`config.mk`:
```
export PLATFORM = sky130hd
export DESIGN_NAME = tt_mux4_arb
export DESIGN_NICKNAME = d
export VERILOG_FILES = /design/src/rtl/tt_mux4_arb.sv
export SDC_FILE = /design/constraint.sdc
export NUM_CORES = 1
export LEC_CHECK = 0
export ABC_CLOCK_PERIOD_IN_PS = 3800
export BUFFER_PORTS_ARGS = -buffer_cell sky130_fd_sc_hd__clkbuf_2
export CORE_ASPECT_RATIO = 0.9
export CORE_MARGIN = 5
export CORE_UTILIZATION = 40
export CTS_BUF_LIST = sky130_fd_sc_hd__clkbuf_4 sky130_fd_sc_hd__clkbuf_8
export DETAILED_ROUTE_END_ITERATION = 7
export PLACE_DENSITY = 0.7
export SYNTH_ARGS = -nofsm -noshare
export SYNTH_HDL_FRONTEND = slang
export SYNTH_SLANG_ARGS = --single-unit
```
`constraint.sdc`:
```
create_clock -name clk -period 3.8 [get_ports clk]
set_input_delay 0.76 -clock clk [delete_from_list [all_inputs] [get_ports clk]]
set_output_delay 0.76 -clock clk [all_outputs]
set_load 0.05 [all_outputs]
```
`src/rtl/tt_mux4_arb.sv`:
```
// tt_mux4_arb: round-robin arbiter sharing one 4:1 mux output between four
// requesters. It drives the mux select and a one-hot grant, and holds the
// output disabled for a guard interval whenever the select moves.
module tt_mux4_arb #(
    parameter int unsigned GUARD_CYCLES = 1,  // 0..15, 0 = grant moves with select
    parameter int unsigned MAX_HOLD     = 0   // 0..255, 0 = unlimited hold
) (
    input  logic       clk,
    input  logic       rst,
    input  logic [3:0] req,
    output logic [3:0] gnt,
    output logic [1:0] s,
    output logic       en,
    output logic       busy
);

    typedef enum logic [1:0] {
        IDLE  = 2'd0,
        GUARD = 2'd1,
        GRANT = 2'd2
    } state_t;

    localparam logic [3:0] GUARD_INIT = 4'(GUARD_CYCLES);
    localparam logic [7:0] HOLD_MAX   = 8'(MAX_HOLD);

    state_t     state_q, state_d;
    logic [1:0] s_q, s_d;
    logic [3:0] gnt_q, gnt_d;
    logic       en_q, en_d;
    logic       busy_q, busy_d;
    logic [1:0] last_q, last_d;
    logic [3:0] guard_q, guard_d;
    logic [7:0] hold_q, hold_d;

    logic [2:0] idle_pick;
    logic [2:0] exit_pick;
    logic [3:0] exit_req;
    logic       release_w;
    logic       timeout_w;

    // One-hot decode of a requester index.
    function automatic logic [3:0] onehot(input logic [1:0] idx);
        onehot = 4'b0001 << idx;
    endfunction

    // Round-robin pick: {valid, index} of the first requester after 'last',
    // wrapping so that 'last' itself is examined at lowest priority.
    function automatic logic [2:0] rr_pick(input logic [3:0] r, input logic [1:0] last);
        logic [1:0] idx;
        rr_pick = 3'b000;
        for (int k = 4; k >= 1; k--) begin
            idx = last + 2'(k);
            if (r[idx]) begin
                rr_pick = {1'b1, idx};
            end
        end
    endfunction

    // Exit classification for the current holder and the masked re-pick request.
    always_comb begin
        release_w = ~req[s_q];
        timeout_w = (MAX_HOLD != 0) && (hold_q == HOLD_MAX);
        exit_req  = release_w ? (req & ~onehot(s_q)) : req;
        idle_pick = rr_pick(req, last_q);
        exit_pick = rr_pick(exit_req, s_q);
    end

    // Next-state and registered-output logic for the IDLE/GUARD/GRANT FSM.
    always_comb begin
        state_d = state_q;
        s_d     = s_q;
        gnt_d   = gnt_q;
        en_d    = en_q;
        busy_d  = busy_q;
        last_d  = last_q;
        guard_d = guard_q;
        hold_d  = hold_q;

        case (state_q)
            IDLE: begin
                gnt_d  = 4'b0000;
                en_d   = 1'b0;
                busy_d = 1'b0;
                if (idle_pick[2]) begin
                    s_d    = idle_pick[1:0];
                    busy_d = 1'b1;
                    if (GUARD_CYCLES == 0) begin
                        state_d = GRANT;
                        gnt_d   = onehot(idle_pick[1:0]);
                        en_d    = 1'b1;
                        hold_d  = 8'd1;
                    end else begin
                        state_d = GUARD;
                        guard_d = GUARD_INIT;
                    end
                end
            end

            GUARD: begin
                gnt_d = 4'b0000;
                en_d  = 1'b0;
                if (!req[s_q]) begin
                    // Target withdrew before being granted: abandon, keep last.
                    state_d = IDLE;
                    busy_d  = 1'b0;
                    guard_d = 4'd0;
                end else if (guard_q <= 4'd1) begin
                    state_d = GRANT;
                    gnt_d   = onehot(s_q);
                    en_d    = 1'b1;
                    hold_d  = 8'd1;
                    guard_d = 4'd0;
                end else begin
                    guard_d = guard_q - 4'd1;
                end
            end

            GRANT: begin
                if (release_w || timeout_w) begin
                    last_d = s_q;
                    if (!exit_pick[2]) begin
                        state_d = IDLE;
                        gnt_d   = 4'b0000;
                        en_d    = 1'b0;
                        busy_d  = 1'b0;
                    end else if (exit_pick[1:0] == s_q) begin
                        // Timed-out sole requester: select unchanged, no guard.
                        hold_d = 8'd1;
                    end else if (GUARD_CYCLES == 0) begin
                        s_d    = exit_pick[1:0];
                        gnt_d  = onehot(exit_pick[1:0]);
                        en_d   = 1'b1;
                        hold_d = 8'd1;
                    end else begin
                        state_d = GUARD;
                        s_d     = exit_pick[1:0];
                        gnt_d   = 4'b0000;
                        en_d    = 1'b0;
                        guard_d = GUARD_INIT;
                    end
                end else if (hold_q != 8'hFF) begin
                    hold_d = hold_q + 8'd1;
                end
            end

            default: begin
                state_d = IDLE;
                gnt_d   = 4'b0000;
                en_d    = 1'b0;
                busy_d  = 1'b0;
            end
        endcase
    end

    // State and output registers with synchronous reset.
    always_ff @(posedge clk) begin
        if (rst) begin
            state_q <= IDLE;
            s_q     <= 2'd0;
            gnt_q   <= 4'b0000;
            en_q    <= 1'b0;
            busy_q  <= 1'b0;
            last_q  <= 2'd3;
            guard_q <= 4'd0;
            hold_q  <= 8'd0;
        end else begin
            state_q <= state_d;
            s_q     <= s_d;
            gnt_q   <= gnt_d;
            en_q    <= en_d;
            busy_q  <= busy_d;
            last_q  <= last_d;
            guard_q <= guard_d;
            hold_q  <= hold_d;
        end
    end

    assign gnt  = gnt_q;
    assign s    = s_q;
    assign en   = en_q;
    assign busy = busy_q;

endmodule

```
==> impl_metrics.tcl, run 1 <==
set metrics [dict create \
    synth_cells 124 \
    n_antenna_cell 0 \
    peakVddDrop_uv 227.9 \
    yosysSeqAreaShare 0.2977 \
    cts_resized 0 \
    ctsRootBufferMaster "clkbuf_4" \
    synth_seq_cells 16 \
    post-route-min-period_ns 2.201 \
    synth_edf_count 0 \
    via_count 912 \
    clk_latency_ns 0.29 \
    fmaxAchievable_ghz 0.4544 \
    cts_setup_buffers 0 \
    synth.area.top_cells "dfxtp_1, ha_1, nor2_1" \
    dp.cells 152 \
    grt_pass1_wl_um 3774 \
    maxCapViolCount 0 \
    cts_buffers 3 \
    synth-async-reset-ratio 0 \
    dp_hpwl_um 1620 \
    p_leak_nw 0.4439 \
    r2r.worst_path.cells 6 \
    wirelength_um 2253 \
    clkSlewWorstSetupHoldPaths_ns 0.10 \
    tightest_slew_ns 0.8932 \
    synth_nets 136 \
    die_x_um 64.67 \
    place_congestion 0.9080 \
    worstPathRequired_ns 4.00 \
    path_max_fanout 11 \
    grt.total_usage 0.1267 \
    htree_levels 1 \
    reg2reg_from "s[0]" \
    viasPerCell 5.846 \
    clockBufferDepth 2 \
    tritoncts "done" \
    grt_pass1_vias 818 \
    drive_above_1_share 0.2031 \
    status "finished clean" \
    clock_sinks 16 \
    synth_common_cells "dfxtp_1, nor2_1, inv_1" \
    min_to "en" \
    nets 141 \
    fin_skew_ns 0.006791 \
    synth_top_cell_area_share 0.2977 \
    finalHoldViolCount 0 \
    yosysTopAreaCell "dfxtp_1" \
    cp-start-kind "flop" \
    setup_viol 0 \
    ys_types 44 \
    r2r-end "s[0]" \
    slew_viol_final 0 \
    wire_per_inst_um 14.44 \
    dr.pass1.iters 4 \
    synth-main-ff-cell "dfxtp_1" \
    hold_path.class "reg -> reg" \
    fin_cells 156 \
    area_growth_pct 6.512 \
    min-delay-start "en" \
    syn_avg_cell_area_um2 8.678 \
    start_util 0.4287 \
    reg2reg_slack_ns 1.60 \
    ant_nets 0 \
    post-place-ws_ns 1.395 \
    antenna_found_initial 0 \
    power_w 0.0004659 \
    crit_type "reg -> reg" \
    synth_warnings 0 \
    crit_arrival_ns 2.41 \
    power_density_nw_per_um2 406.5 \
    grt_setup_unrepaired "no" \
    hold_buffers 0 \
    relSlewSlack 0.3970 \
    die_h_um 59.21 \
    cp_slowest_cell "dfxtp_1" \
    grt_max_degree 17 \
    holdPathStages 2 \
    worstPathCellList "inv_1, ha_1, mux2i_1, a2111oi_2, o21ai_1, a221oi_1" \
    drt_iter0_drc 21 \
    yosysMostFrequentCell "dfxtp_1" \
    dieArea_um2 3829 \
    synth_area_um2 1076 \
    finalSetupTns_ns 0 \
    cp-end-kind "flop" \
    core_area_um2 2510 \
    setup_slack_ns 1.599 \
    period_share 0.5792 \
    overflow 0 \
    route.detailed.drc 0 \
    slowest_delay_ns 0.60 \
    portBuffers 13 \
    rows 17 \
    ioPinCount 14 \
]
-- per-layer routing --
metal | up-vias | global-route usage | part of all wire
li1 | 456 | - | -
met5 | - | 0 | 0
met2 | 25 | 0.1691 | 0.41
met4 | 0 | 0.07831 | 0.031
met1 | 423 | 0.1724 | 0.50
met3 | 8 | 0.04364 | 0.050
-- critical path, delay by kind of cell, from the launching register on --
family                     cells  cell delay, ns
DFF                            1            0.60
adders and majority gates      1            0.42
AOI/OAI and AO/OA              3            0.74
buffers and inverters          1            0.18
muxes                          1            0.17
-- placed cells by master, fill, tap and decap left out, types with 3 or more instances in the layout --
cell,instances
mux2_2,4
nand2_1,3
clkbuf_2,13
dfxtp_1,16
inv_1,9
a21oi_1,4
a211o_1,3
nand2b_1,4
ha_1,6
nor2_1,15
clkbuf_4,3
a22oi_1,5
nor2b_1,5
-- flip-flops by register name, indices dropped and copies added, names as in the netlist --
register  cells
gnt           4
busy          1
en            1
state_q       2
guard_q       4
last_q        2
s             2
-- where the power goes --
part	switching, W	leakage (nW)	total [W]	internal (W)
clock network	0.0000580	0.0210	0.000116	0.0000584
logic	0.0000885	0.292	0.000148	0.0000591
registers	0.0000219	0.131	0.000202	0.000180
total	0.000168	0.444	0.000466	0.000298
-- logic make-up (layout without fill, tap and decap cells) --
logic type / count (synthesis) / count (layout) / synth area share
AND/OR/NAND/NOR: 39 / 39 / 0.1942
flip-flops: 16 / 16 / 0.2977
adder cells (fa/ha/maj): 6 / 6 / 0.06977
multiplexers: 7 / 7 / 0.08139
buffers and inverters: 22 / 26 / 0.09301
AO/OA/AOI/OAI: 34 / 34 / 0.2640
-- stage by stage --
| step | utilization | cell area (µm²) | hold WS [ns] |
|---|---|---|---|
| 2_1_floorplan | - | 1076 | 0.4716 |
| 3_3_place_gp | 0.4422 | 1110 | 0.4777 |
| 3_5_place_dp | 0.4422 | 1110 | 0.4856 |
| 4_1_cts | 0.4566 | 1146 | 0.5088 |
| 5_1_grt | 0.4566 | 1146 | 0.5301 |
| 6_report | 0.4566 | 1146 | 0.5084 |
-- final cells by class --
| type | instances | area, µm² |
|---|---|---|
| Inverter | 9 | 33.78 |
| Fill cell | 262 | 1364 |
| Clock buffer | 4 | 36.28 |
| Multi-Input combinational cell | 86 | 655.6 |
| Sequential cell | 16 | 320.3 |
| Tap cell | 28 | 35.03 |
| Timing Repair Buffer | 13 | 65.06 |
-- worst max path at each step --
stage	start	endpoint	slack, ns	cells after the start
CTS	s[0]	s[0]	1.58	6
global route	s[0]	s[0]	1.40	6
global placement	req[3]	guard_q[0]	1.46	4
detailed placement	req[3]	guard_q[0]	1.39	4
floorplan	s[1]	s[0]	1.47	7
finish	s[0]	s[0]	1.60	6
No activity file was read; power rests on OpenSTA's default activity.
==> run 2: changes to the inputs <==
--- a/config.mk
+++ b/config.mk
@@ -5,14 +5,14 @@
 export SDC_FILE = /design/constraint.sdc
 export NUM_CORES = 1
 export LEC_CHECK = 0
-export ABC_CLOCK_PERIOD_IN_PS = 3800
+export ABC_CLOCK_PERIOD_IN_PS = 1900
 export BUFFER_PORTS_ARGS = -buffer_cell sky130_fd_sc_hd__clkbuf_2
 export CORE_ASPECT_RATIO = 0.9
 export CORE_MARGIN = 5
 export CORE_UTILIZATION = 40
 export CTS_BUF_LIST = sky130_fd_sc_hd__clkbuf_4 sky130_fd_sc_hd__clkbuf_8
 export DETAILED_ROUTE_END_ITERATION = 7
-export PLACE_DENSITY = 0.7
+export PLACE_DENSITY = 0.72
 export SYNTH_ARGS = -nofsm -noshare
 export SYNTH_HDL_FRONTEND = slang
 export SYNTH_SLANG_ARGS = --single-unit
==> constraint.sdc (replaced) <==
create_clock -name clk -period 1.9 [get_ports clk]
set_input_delay 0.38 -clock clk [delete_from_list [all_inputs] [get_ports clk]]
set_output_delay 0.38 -clock clk [all_outputs]
set_load 0.05 [all_outputs]
==> impl_metrics.tcl, run 2 (synthesis results as in run 1) <==
set metrics [dict create \
    status "finished clean" \
    power_w 0.0009922 \
    period_share 0.9591 \
    tritoncts "done" \
    antenna_found_initial 0 \
    worstPathRequired_ns 2.09 \
    finalSetupTns_ns 0 \
    crit_buf_inv 0 \
    finalHoldViolCount 0 \
    wire_per_inst_um 14.79 \
    nets 151 \
    portBuffers 13 \
    overflow 0 \
    cp-end-kind "flop" \
    dr.pass1.iters 4 \
    cp-start-kind "flop" \
    clockBufferDepth 2 \
    grt_pass1_wl_um 4064 \
    slowest_delay_ns 0.60 \
    slew_viol_final 0 \
    sequentialPowerShare 0.405 \
    hold_buffers 0 \
    cts_buffers 3 \
    setup_viol 0 \
    fmaxAchievable_ghz 0.5487 \
    p_switching_w 0.0003531 \
    power_density_nw_per_um2 779.8 \
    core_area_um2 2510 \
    place_congestion 0.8386 \
    rows 17 \
    post-route-min-period_ns 1.822 \
    cp_top_family "compound AO/OA/AOI/OAI gates" \
    fin_skew_ns 0.008491 \
    post-place-ws_ns 0.01339 \
    dp_hpwl_um 1757 \
    final_cell_mix "nor2_1, dfxtp_1, clkbuf_2, inv_1, buf_4" \
    maxCapViolCount 0 \
    p_comb_frac 0.366 \
    grt_setup_unrepaired "no" \
    crit_arrival_ns 2.01 \
    internal_power_w 0.0006391 \
    hold_path.class "in -> reg" \
    switching_share 0.3559 \
    tightest_slew_ns 0.6002 \
    drt_iter0_drc 62 \
    drive_above_1_share 0.2754 \
    peakVddDrop_uv 450.6 \
    area_growth_pct 18.26 \
    grt_max_degree 17 \
    wirelength_um 2455 \
    p_leak_nw 0.5031 \
    clkPwrFrac 0.229 \
    ant_nets 0 \
    setup_slack_ns 0.07767 \
    cp_slowest_cell "mux4_2" \
    grt.total_usage 0.1357 \
    via_count 1000 \
    viasPerCell 6.024 \
    dieArea_um2 3829 \
    n_antenna_cell 0 \
    crit_type "reg -> reg" \
    layout_commonest_cell "nor2_1" \
    ioPinCount 14 \
    relSlewSlack 0.5935 \
    worstPathCellList "mux4_2, a2111oi_4, o21ai_1, a221oi_1" \
    ctsRootBufferMaster "clkbuf_4" \
    grt_pass1_vias 892 \
    clkSlewWorstSetupHoldPaths_ns 0.10 \
    path_max_fanout 7 \
    route.detailed.drc 0 \
    clock_sinks 16 \
    start_util 0.4287 \
    htree_levels 1 \
    clk_latency_ns 0.29 \
    die_x_um 64.67 \
    die_h_um 59.21 \
]
[run 2: cell count changes in the layout (fill, tap and decap cells not counted), sizes merged]
cell  change
mux4      +1
buf       +9
[run 2: worst register-to-register path: cells and delay by family (launching register included)]
kind / cells / cell delay, ns
compound gates: 3 / 0.72
flops: 1 / 0.41
mux: 1 / 0.60
[run 2: final cells by class]
class,count,area (µm²)
inverters,9,33.78
flip-flops and latches,16,327.8
fillers,219,1237
repair buffers,22,132.6
well taps,28,35.03
clock buffers,4,36.28
multi-input cells,87,706.9
[run 2: repair_timing]
action | in CTS | in global routing
resized for setup | 0 | 2
endpoints found under the setup margin | 0 | 3
buffers inserted | 0 | 1
endpoints found under the hold margin | 0 | 0
[run 2: through the flow]
step	hold slack, ns	cells	area [µm²]	utilization
after floorplan	0.4750	124	1106	-
after global placement	0.4723	160	1190	0.4741
after detailed placement	0.4928	160	1190	0.4741
after CTS	0.4804	164	1226	0.4885
after global routing	0.5163	166	1272	0.5070
final	0.4957	166	1272	0.5070
[run 2: metal layers]
| metal | part of all wire | global-route usage | vias to the layer above |
|---|---|---|---|
| li1 | - | - | 487 |
| met1 | 0.48 | 0.1786 | 478 |
| met2 | 0.45 | 0.2176 | 31 |
| met3 | 0.059 | 0.03985 | 4 |
| met4 | 0.010 | 0.03614 | 0 |
| met5 | 0 | 0 | - |
[run 2: worst paths after layout]
kind	start	end	slack, ns	cells after the start
worst min-delay path	rst	guard_q[0]	0.50	2
worst max-delay path	s[0]	s[0]	0.08	4
worst min register to register	gnt[2]	gnt[2]	0.51	2
worst max register to register	s[0]	s[0]	0.08	4
[run 2: power by group through the flow]
stage	clock (W)	combinational (W)	sequential [W]
floorplan	0	0.000251	0.000432
global placement	0	0.000328	0.000405
detailed placement	0	0.000336	0.000407
CTS	0.000235	0.000337	0.000399
global route	0.000251	0.000393	0.000408
finish	0.000227	0.000363	0.000402
